==> src/rtl/alu_mc_if.sv <==
// Handshake bundle for alu_mc: operand/op request side and result/response side.
interface alu_mc_if #(parameter int XLEN = 32);
    logic            in_valid;
    logic            in_ready;
    logic [XLEN-1:0] src_a;
    logic [XLEN-1:0] src_b;
    logic [3:0]      instr;
    logic            out_valid;
    logic            out_ready;
    logic [XLEN-1:0] result;
    logic            zero;
    logic            busy;

    modport master (
        output in_valid, src_a, src_b, instr, out_ready,
        input  in_ready, out_valid, result, zero, busy
    );

    modport slave (
        input  in_valid, src_a, src_b, instr, out_ready,
        output in_ready, out_valid, result, zero, busy
    );
endinterface

==> src/rtl/alu_mc.sv <==
// Multi-cycle handshaked ALU: single-cycle logic/compare ops, iterative MUL/DIV/MOD.
// Define ALU_MC_FAST_MUL_EN to make MUL single-cycle (DIV/MOD stay iterative).
module alu_mc #(
    parameter int XLEN    = 32,
    parameter int SHAMT_W = $clog2(XLEN)
) (
    input  logic     clk,
    input  logic     rst,
    alu_mc_if.slave  bus
);
    typedef enum logic [1:0] {IDLE, BUSY, DONE} state_t;

    localparam logic [3:0]       OP_MUL   = 4'hD;
    localparam logic [3:0]       OP_DIV   = 4'hE;
    localparam logic [3:0]       OP_MOD   = 4'hF;
    localparam logic [SHAMT_W:0] CNT_INIT = (SHAMT_W+1)'(XLEN);
    localparam logic [SHAMT_W:0] CNT_ONE  = (SHAMT_W+1)'(1);

    state_t            state_q, state_d;
    logic [3:0]        op_q;
    logic [SHAMT_W:0]  count_q;
    logic [XLEN-1:0]   acc_q, opa_q, opb_q, result_q;
    logic              qneg_q, rneg_q, dz_q;

    logic [XLEN-1:0]   a, b, a_mag, b_mag, alu_res;
    logic [SHAMT_W-1:0] shamt;
    logic              lt_s, lt_u, eq, is_iter;

    assign a     = bus.src_a;
    assign b     = bus.src_b;
    assign shamt = b[SHAMT_W-1:0];
    assign lt_s  = $signed(a) < $signed(b);
    assign lt_u  = a < b;
    assign eq    = a == b;
    assign a_mag = a[XLEN-1] ? -a : a;
    assign b_mag = b[XLEN-1] ? -b : b;

`ifdef ALU_MC_FAST_MUL_EN
    assign is_iter = (bus.instr == OP_DIV) || (bus.instr == OP_MOD);
`else
    assign is_iter = bus.instr >= OP_MUL;
`endif

    always_comb begin
        alu_res = '0;
        case (bus.instr)
            4'h0: alu_res = a + b;
            4'h1: alu_res = a - b;
            4'h2: alu_res = a & b;
            4'h3: alu_res = a | b;
            4'h4: alu_res = a ^ b;
            4'h5: alu_res = a << shamt;
            4'h6: alu_res = XLEN'($signed(a) >>> shamt);
            4'h7: alu_res = {{(XLEN-1){1'b0}}, lt_s};
            4'h8: alu_res = {{(XLEN-1){1'b0}}, eq};
            4'h9: alu_res = {{(XLEN-1){1'b0}}, ~eq};
            4'hA: alu_res = {{(XLEN-1){1'b0}}, ~lt_s};
            4'hB: alu_res = {{(XLEN-1){1'b0}}, lt_u};
            4'hC: alu_res = {{(XLEN-1){1'b0}}, ~lt_u};
`ifdef ALU_MC_FAST_MUL_EN
            4'hD: alu_res = a * b;
`endif
            default: alu_res = '0;
        endcase
    end

    // One iteration: shift-add for MUL, restoring step on magnitudes for DIV/MOD.
    // opa_q holds multiplicand / dividend shifting into quotient; acc_q holds product / remainder.
    logic [XLEN:0]   rem_sh, trial;
    logic [XLEN-1:0] acc_n, opa_n, opb_n, fin_res;

    assign rem_sh = {acc_q, opa_q[XLEN-1]};
    assign trial  = rem_sh - {1'b0, opb_q};

    always_comb begin
        acc_n = acc_q;
        opa_n = opa_q;
        opb_n = opb_q;
        if (op_q == OP_MUL) begin
            acc_n = acc_q + (opb_q[0] ? opa_q : '0);
            opa_n = opa_q << 1;
            opb_n = opb_q >> 1;
        end else begin
            acc_n = trial[XLEN] ? rem_sh[XLEN-1:0] : trial[XLEN-1:0];
            opa_n = {opa_q[XLEN-2:0], ~trial[XLEN]};
        end
    end

    // A zero divisor yields all-ones quotient and |a| remainder, so only DIV needs patching.
    always_comb begin
        fin_res = '0;
        case (op_q)
            OP_MUL:  fin_res = acc_n;
            OP_DIV:  fin_res = dz_q ? '1 : (qneg_q ? -opa_n : opa_n);
            default: fin_res = rneg_q ? -acc_n : acc_n;
        endcase
    end

    always_ff @(posedge clk or posedge rst) begin
        if (rst) state_q <= IDLE;
        else     state_q <= state_d;
    end

    always_comb begin
        state_d = state_q;
        case (state_q)
            IDLE:    if (bus.in_valid) state_d = is_iter ? BUSY : DONE;
            BUSY:    if (count_q == CNT_ONE) state_d = DONE;
            DONE:    if (bus.out_ready) state_d = IDLE;
            default: state_d = IDLE;
        endcase
    end

    always_ff @(posedge clk or posedge rst) begin
        if (rst) begin
            op_q     <= '0;
            count_q  <= '0;
            acc_q    <= '0;
            opa_q    <= '0;
            opb_q    <= '0;
            qneg_q   <= 1'b0;
            rneg_q   <= 1'b0;
            dz_q     <= 1'b0;
            result_q <= '0;
        end else begin
            case (state_q)
                IDLE: if (bus.in_valid) begin
                    op_q <= bus.instr;
                    if (is_iter) begin
                        count_q <= CNT_INIT;
                        acc_q   <= '0;
                        opa_q   <= (bus.instr == OP_MUL) ? a : a_mag;
                        opb_q   <= (bus.instr == OP_MUL) ? b : b_mag;
                        qneg_q  <= a[XLEN-1] ^ b[XLEN-1];
                        rneg_q  <= a[XLEN-1];
                        dz_q    <= b == '0;
                    end else begin
                        result_q <= alu_res;
                    end
                end
                BUSY: begin
                    acc_q   <= acc_n;
                    opa_q   <= opa_n;
                    opb_q   <= opb_n;
                    count_q <= count_q - CNT_ONE;
                    if (count_q == CNT_ONE) result_q <= fin_res;
                end
                default: ;
            endcase
        end
    end

    assign bus.in_ready  = state_q == IDLE;
    assign bus.busy      = state_q == BUSY;
    assign bus.out_valid = state_q == DONE;
    assign bus.result    = result_q;
    assign bus.zero      = result_q == '0;
endmodule

==> src/flat_wrapper.sv <==
// flat-port wrapper written by rule: the top's interface ports become plain ports
module alu_mc_flat 
#(
    parameter int XLEN    = 32,
    parameter int SHAMT_W = $clog2(XLEN)
)
  (clk, rst, bus_in_valid, bus_src_a, bus_src_b, bus_instr, bus_out_ready, bus_in_ready, bus_out_valid, bus_result, bus_zero, bus_busy);
  alu_mc_if #(.XLEN(XLEN)) bus_i ();
  input  logic clk;
  input  logic rst;
  input wire logic [$bits(bus_i.in_valid)-1:0] bus_in_valid;
  input wire logic [$bits(bus_i.src_a)-1:0] bus_src_a;
  input wire logic [$bits(bus_i.src_b)-1:0] bus_src_b;
  input wire logic [$bits(bus_i.instr)-1:0] bus_instr;
  input wire logic [$bits(bus_i.out_ready)-1:0] bus_out_ready;
  output wire logic [$bits(bus_i.in_ready)-1:0] bus_in_ready;
  output wire logic [$bits(bus_i.out_valid)-1:0] bus_out_valid;
  output wire logic [$bits(bus_i.result)-1:0] bus_result;
  output wire logic [$bits(bus_i.zero)-1:0] bus_zero;
  output wire logic [$bits(bus_i.busy)-1:0] bus_busy;
  assign bus_i.in_valid = bus_in_valid;
  assign bus_i.src_a = bus_src_a;
  assign bus_i.src_b = bus_src_b;
  assign bus_i.instr = bus_instr;
  assign bus_i.out_ready = bus_out_ready;
  assign bus_in_ready = bus_i.in_ready;
  assign bus_out_valid = bus_i.out_valid;
  assign bus_result = bus_i.result;
  assign bus_zero = bus_i.zero;
  assign bus_busy = bus_i.busy;
  alu_mc #(.XLEN(XLEN), .SHAMT_W(SHAMT_W)) u_core (.clk(clk), .rst(rst), .bus(bus_i));
endmodule
==> config.mk <==
export PLATFORM = sky130hd
export DESIGN_NAME = alu_mc_flat
export DESIGN_NICKNAME = d
export VERILOG_FILES = /design/src/rtl/alu_mc_if.sv /design/src/rtl/alu_mc.sv /design/src/flat_wrapper.sv
export SDC_FILE = /design/constraint.sdc
export NUM_CORES = 1
export LEC_CHECK = 0
export BUFFER_PORTS_ARGS = -buffer_cell sky130_fd_sc_hd__buf_2
export CORE_UTILIZATION = 50
export DETAILED_ROUTE_END_ITERATION = 7
export HOLD_SLACK_MARGIN = 0.06
export PLACE_DENSITY = 0.73
export SLEW_MARGIN = 10
export SYNTH_ARGS = -nofsm -noshare
export SYNTH_HDL_FRONTEND = slang
export SYNTH_SLANG_ARGS = --single-unit
==> constraint.sdc <==
create_clock -name clk -period 4.3 [get_ports clk]
set_input_delay 0.215 -clock clk [delete_from_list [all_inputs] [get_ports clk]]
set_output_delay 0.215 -clock clk [all_outputs]
set_load 0.005 [all_outputs]
==> reports/results.txt, run 1 <==
Layout cells sized above 1 -> 23.3%
Power Dens Cells -> 730 mW/mm^2
Crit path cell chain -> buf_6 -> and2_1 -> ha_2 -> inv_2 -> fa_2 -> nor2b_2 -> o31a_1 -> o21ai_2 -> a41oi_1 -> buf_4 -> a21boi_0 -> xor2_1 -> a21oi_1 -> nor4b_4 -> buf_4 -> nand4_1 -> o41ai_2 -> buf_4 -> xnor2_2 -> nand2_1 -> a21oi_1
Top-count cell post-synth -> nor2_1
Yosys top cell area share -> 16.1%
Yosys cell types -> 90
DRT iter0 DRCs -> 3973
Worst hold slack -> 0.141 ns
Failing checks -> negative setup slack
Synth area leaders -> dfrtp_1, ha_1, o21ai_0, a21oi_1, mux4_2
Leak pwr -> 12.2 nW
Dpl hpwl -> 88300 microns
Fillers -> 3891
Critical path's largest stage delay -> 0.43 ns
Via density -> 6.96
Num Clock Sinks -> 143
Die area -> 0.0453 sq mm
Width of the chip -> 213 microns
Total CTS buffers -> 17
Clock slew seen by the registers of the worst setup and hold paths -> 0.06 ns
Final hold violations -> 0
Critical Path RT -> 4.67 ns
Final setup viols -> 6
Final core occ -> 63.5%
Worst Path Arrival -> 4.71 ns
Buffers on Ports -> 107
Antenna violations before repair -> 12
Sw Share -> 52.1%
DRT Pass-1 Iters -> 6
Final #Nets -> 3681
GRT Total Usage -> 49.1%
Post-synthesis mux area share -> 8.63%
Peak VDD IR -> 0.552 mV
Pre-CTS setup slack -> -0.262 ns
Number of global-route vias before repair -> 26700
RSZ-0062 raised after global routing -> true
Seq/Total Area, Yosys -> 16.1%
Combinational family with the most area after synthesis -> compound AO/OA/AOI/OAI gates
Mapped Nets -> 3311
Wire length after detailed routing -> 113000 microns
EDFF count, synth -> 0
Total power -> 20.1 mW
Max Freq -> 231 MHz
Slew @ Worst Pin -> 1.32 ns
Post-synth top cells -> nor2_1, nand2_1, o21ai_0
Critical-path maximum fanout -> 8
WS Path Type -> flip-flop to flip-flop
Post-synthesis compound-gate area fraction -> 31.5%
CP Launch Type -> flip-flop
Top delay family on crit path -> compound AO/OA/AOI/OAI gates
Adder-Cell Fraction of Synth Area -> 9.76%
Fin crit share -> 101%
Post-route setup TNS -> -0.119 ns
Clock Tree Buf Depth -> 2
Slew Limit Fails -> 0
CP dominant cell by count -> buf_4
Status -> complete, but fails checks
Logic pwr share -> 78.9%
Routed vias -> 28200
Syn avg cell area -> 7.25 sq um
Area share of and/or/nand/nor cells after synthesis -> 21.4%
Warnings from Yosys -> 0
Cells after Synth -> 3068
Non-filler cells, final -> 4043
Fin Clk Skew -> 0.0105 ns
Die Ht -> 213 microns
Internal -> 9.64 mW
Primary FF master, synth -> dfrtp_1
Slowest cell on crit path -> dfrtp_1
Starting Density -> 51.2%
First-pass GRT wire length -> 165000 microns
CTS Root Buffer Type -> clkbuf_16
Post-route ant nets -> 0
Design Area, Final -> 0.0276 sq mm
Post-synth ARST share -> 100%
P&R area growth vs syn -> 24.1%
Largest net degree at the start of global routing -> 65
Xor/xnor share of the synthesized area -> 6.30%
Flop pwr share -> 13.4%
CTS tree -> built
Final min period -> 4.34 ns
Hold WC Path Type -> input pin to flip-flop
GRT overflow -> 0
Synthesis-stage register bit count -> 143
DP Area -> 0.0261 sq mm
WL/cell -> 28.0 microns
Psw -> 10.5 mW
Final worst setup slack -> -0.0377 ns
Worst rel slew slack -> 11.8%
Drt drc -> 0
GPL Wtd Cong -> 1.12
IO Pins -> 108
Placed cells -> 3987
Num rows -> 76
Clock group share of total power -> 7.7%
Yosys top cell by area -> dfrtp_1
H-tree lvl count -> 4
Max-cap violations -> 0
Worst-skew pair later-pin latency -> 0.46 ns
Post-Syn Area -> 0.0222 sq mm
Crit path capture type -> flip-flop
Core area -> 0.0435 sq mm
Critical path buffers and inverters -> 5
-- power by group through the flow --
stage / Combinational (mW) / Sequential (mW) / Clock (mW)
after floorplan: 7.74 / 2.38 / 0
after global placement: 13.3 / 2.60 / 0
after detailed placement: 13.5 / 2.64 / 0
after CTS: 13.9 / 2.62 / 1.54
after global routing: 16.6 / 2.72 / 1.59
final: 15.9 / 2.70 / 1.55
-- placed cells by master (no fill, tap or decap), types with 58 or more instances in the layout --
master	n
buf_4	434
nor2_1	332
buf_2	106
dfrtp_1	142
mux4_2	58
xnor2_1	126
nand3_1	62
nand2_1	304
ha_1	162
inv_1	151
a21oi_1	252
o21ai_0	293
-- repair_timing --
action,in CTS,in global routing
resized for setup,30,134
setup endpoints to repair,14,26
pin swaps,7,37
setup buffers,1,16
endpoints found under the hold margin,38,0
hold buffers,2,0
-- worst paths after layout --
kind,start,end,slack [ns],cells after the start
setup / recovery,u_core.opb_q[0],u_core.bus.result[26],-0.04,21
hold / removal,bus_src_b[15],u_core.opb_q[15],0.14,3
setup reg to reg,u_core.opb_q[0],u_core.bus.result[26],-0.04,21
hold reg to reg,u_core.dz_q,u_core.dz_q,0.47,2
max in group asynchronous,rst,u_core.opa_q[7],2.73,4
min in group asynchronous,rst,u_core.acc_q[19],0.31,3
-- logic make-up (layout without fill, tap and decap cells) --
logic type / count (synthesis) / in the layout
simple gates: 1025 / 1025
fa+ha+maj: 171 / 171
compound gates: 1084 / 1084
flops: 143 / 143
other cells: 0 / 7
buf+inv: 367 / 750
mux: 118 / 118
xor+xnor: 160 / 160
-- state kept, by name, indices dropped and copies added (netlist names) --
register	count
u_core.qneg_q	1
u_core.acc_q	32
u_core.bus.result	32
u_core.count_q	6
u_core.dz_q	1
u_core.op_q	4
u_core.rneg_q	1
u_core.opb_q	32
u_core.opa_q	32
u_core.state_q	2
-- worst reg2reg max path, cell delays in order, from the launching register on --
cell      delay (ns)
dfrtp_1         0.43
buf_6           0.16
and2_1          0.16
ha_2            0.20
inv_2           0.06
fa_2            0.21
nor2b_2         0.05
o31a_1          0.32
o21ai_2         0.19
a41oi_1         0.16
buf_4           0.20
a21boi_0        0.21
xor2_1          0.29
a21oi_1         0.17
nor4b_4         0.34
buf_4           0.20
nand4_1         0.12
o41ai_2         0.33
buf_4           0.18
xnor2_2         0.10
nand2_1         0.06
a21oi_1         0.14
-- final cells by class --
cell class	count	area, sq um	area share, %
Tap cell	585	732	2.65
Clock buffer	23	488	1.77
Sequential cell	143	3580	13.0
Clock inverter	9	106	0.386
Multi-Input combinational cell	2558	18000	65.3
Timing Repair Buffer	559	4050	14.7
Antenna cell	7	17.5	0.0635
Inverter	159	607	2.20
-- routing by layer --
layer	vias up	wire [microns]	GRT usage [%]
li1	12100	-	-
met4	8	10300	38.3
met2	2282	48600	75.3
met5	-	54	0
met1	13200	39900	59.1
met3	603	14300	12.0
Power figures use the tool's default switching activity.
==> run 2, diff against run 1 <==
==> constraint.sdc (replaced) <==
create_clock -name clk -period 4.3 [get_ports clk]
set_input_delay 0.645 -clock clk [delete_from_list [all_inputs] [get_ports clk]]
set_output_delay 0.645 -clock clk [all_outputs]
set_load 0.005 [all_outputs]
==> run 2 against run 1 <==
Against the previous run:
- clock-buffer cell count decreased by 4
- clock skew increased by 0.0036 ns
- highest routed layer unchanged
- the flow still finishes with violations (negative setup slack)
- critical path depth decreased by 2
- first-iteration DRC count increased by 6.1%
- maximum frequency decreased by 5.6%
==> reports/results.txt, run 2 (synthesis results as in run 1) <==
Met2 usage -> 75.5%
Die area -> 0.0453 sq mm
GRT Total Usage -> 49.7%
Design Area, Final -> 0.0285 sq mm
Largest net degree at the start of global routing -> 83
Final setup viols -> 19
CP Launch Type -> flip-flop
Commonest cells after routing, fill and taps aside -> buf_4, nor2_1, nand2_1
Met1 Track Usage GR -> 59.8%
Post-route ant nets -> 0
Fin Clk Skew -> 0.0141 ns
Starting Density -> 51.2%
Total CTS buffers -> 17
Fin crit share -> 107%
Final min period -> 4.60 ns
Wire length after detailed routing -> 115000 microns
Num Clock Sinks -> 143
Slew @ Worst Pin -> 1.10 ns
Critical path's largest stage delay -> 0.47 ns
Worst-skew pair later-pin latency -> 0.46 ns
Dpl hpwl -> 90100 microns
DP Area -> 0.0268 sq mm
Leak pwr -> 12.7 nW
GRT overflow -> 0
Peak VDD IR -> 0.476 mV
Placed cells -> 4074
Number of global-route vias before repair -> 27100
Drt drc -> 0
CTS tree -> built
Core area -> 0.0435 sq mm
Critical-path maximum fanout -> 5
Via density -> 6.82
Clock slew seen by the registers of the worst setup and hold paths -> 0.07 ns
Slowest cell on crit path -> a221o_1
Max Freq -> 218 MHz
RSZ-0062 raised after global routing -> true
Hold WC Path Type -> input pin to async pin
WL/cell -> 27.6 microns
CTS Root Buffer Type -> clkbuf_16
GRT Max-Usage Layer -> met2
Final #Nets -> 3786
Final core occ -> 65.6%
Crit path cell chain -> inv_1 -> ha_2 -> inv_2 -> fa_2 -> a211oi_4 -> o21ai_2 -> o2111ai_2 -> a21o_1 -> o211a_4 -> buf_4 -> nor2_1 -> a221o_1 -> buf_4 -> o31ai_4 -> nand3_4 -> nor3_4 -> mux2_4 -> o211ai_1 -> a221o_1
IO Pins -> 108
Slew Limit Fails -> 0
Worst rel slew slack -> 26.4%
GPL Wtd Cong -> 1.11
Grt met3 use -> 12.4%
Final worst setup slack -> -0.295 ns
Antenna violations before repair -> 11
Worst Path Arrival -> 4.98 ns
Buffers on Ports -> 107
Status -> complete, but fails checks
Num rows -> 76
DRT Pass-1 Iters -> 7
H-tree lvl count -> 4
WS Path Type -> flip-flop to flip-flop
Most common cell after layout, fill and taps aside -> buf_4
Clock Tree Buf Depth -> 2
Max-cap violations -> 0
Non-filler cells, final -> 4153
Power Dens Cells -> 723 mW/mm^2
Crit path capture type -> flip-flop
Layout cells sized above 1 -> 25.7%
Critical Path RT -> 4.69 ns
Die Ht -> 213 microns
Routed vias -> 28300
P&R area growth vs syn -> 28.2%
DRT iter0 DRCs -> 4217
First-pass GRT wire length -> 167000 microns
Width of the chip -> 213 microns
Final hold violations -> 0
Failing checks -> negative setup slack
-- run 2: changes by cell type in the layout (fill, tap and decap cells not counted), sizes merged --
cell         before  now
buf             557  664
bufinv            2    3
clkbuf           23   19
clkinvlp          3    4
diode             7   12
dlygate4sd3       2    0
inv             159  161
-- run 2: layout make-up --
type                       instances  area, sq um
multi-input combinational       2558        18000
clock inverter                    13          176
timing repair buffer             664         4890
antenna                           12         30.0
clock buffer                      19          453
inverter                         159          607
fill                            3807        15000
sequential                       143         3580
tap                              585          732
-- run 2: critical path, delay by kind of cell (launching register included) --
kind	cells	cell delay, ns
AO/OA/AOI/OAI	9	2.47
AND/OR/NAND/NOR	3	0.41
buffers and inverters	4	0.42
flip-flops	1	0.37
multiplexers	1	0.32
adder cells (fa/ha/maj)	2	0.54
-- run 2: per-stage QoR --
step | setup WS, ns | hold WS [ns] | total power [mW] | TNS (ns)
5_1_grt | -0.396 | 0.255 | 21.5 | -5.17
3_5_place_dp | -0.414 | 0.510 | 16.1 | -3.36
2_1_floorplan | -0.0690 | 0.488 | 10.2 | -0.0998
3_3_place_gp | -0.340 | 0.500 | 15.8 | -2.09
6_report | -0.295 | 0.230 | 20.6 | -2.59
4_1_cts | -0.164 | 0.231 | 18.4 | -0.569
-- run 2: path summary, 6_finish.rpt --
check	start	to	slack [ns]	depth (start not counted)
min in group clk	bus_out_ready	u_core.state_q[1]	0.38	2
setup reg to reg	u_core.opa_q[31]	u_core.bus.result[24]	-0.30	19
hold / removal	rst	u_core.opb_q[22]	0.23	2
hold reg to reg	u_core.bus.result[2]	u_core.bus.result[2]	0.52	2
setup / recovery	u_core.opa_q[31]	u_core.bus.result[24]	-0.30	19
max in group asynchronous	rst	u_core.acc_q[6]	3.03	3
-- run 2: timing repair --
action / in CTS / in global routing
hold buffers: 0 / 0
setup buffers: 12 / 23
cloned: 0 / 0
setup endpoints to repair: 17 / 29
pin swaps: 30 / 60
gates resized for setup: 50 / 105
-- run 2: power by group --
group          switching, mW  leakage, nW  internal (mW)  total [mW]
clock network          0.672        0.304          0.957        1.63
logic                   9.19         10.6           7.05        16.2
registers              0.810         1.81           1.92        2.73
total                   10.7         12.7           9.93        20.6
-- run 2: routing by layer --
metal / vias to the layer above / share of wire (%)
met5: - / 0.040
li1: 12300 / -
met1: 13300 / 36
met4: 2 / 9.9
met3: 560 / 12
met2: 2180 / 42
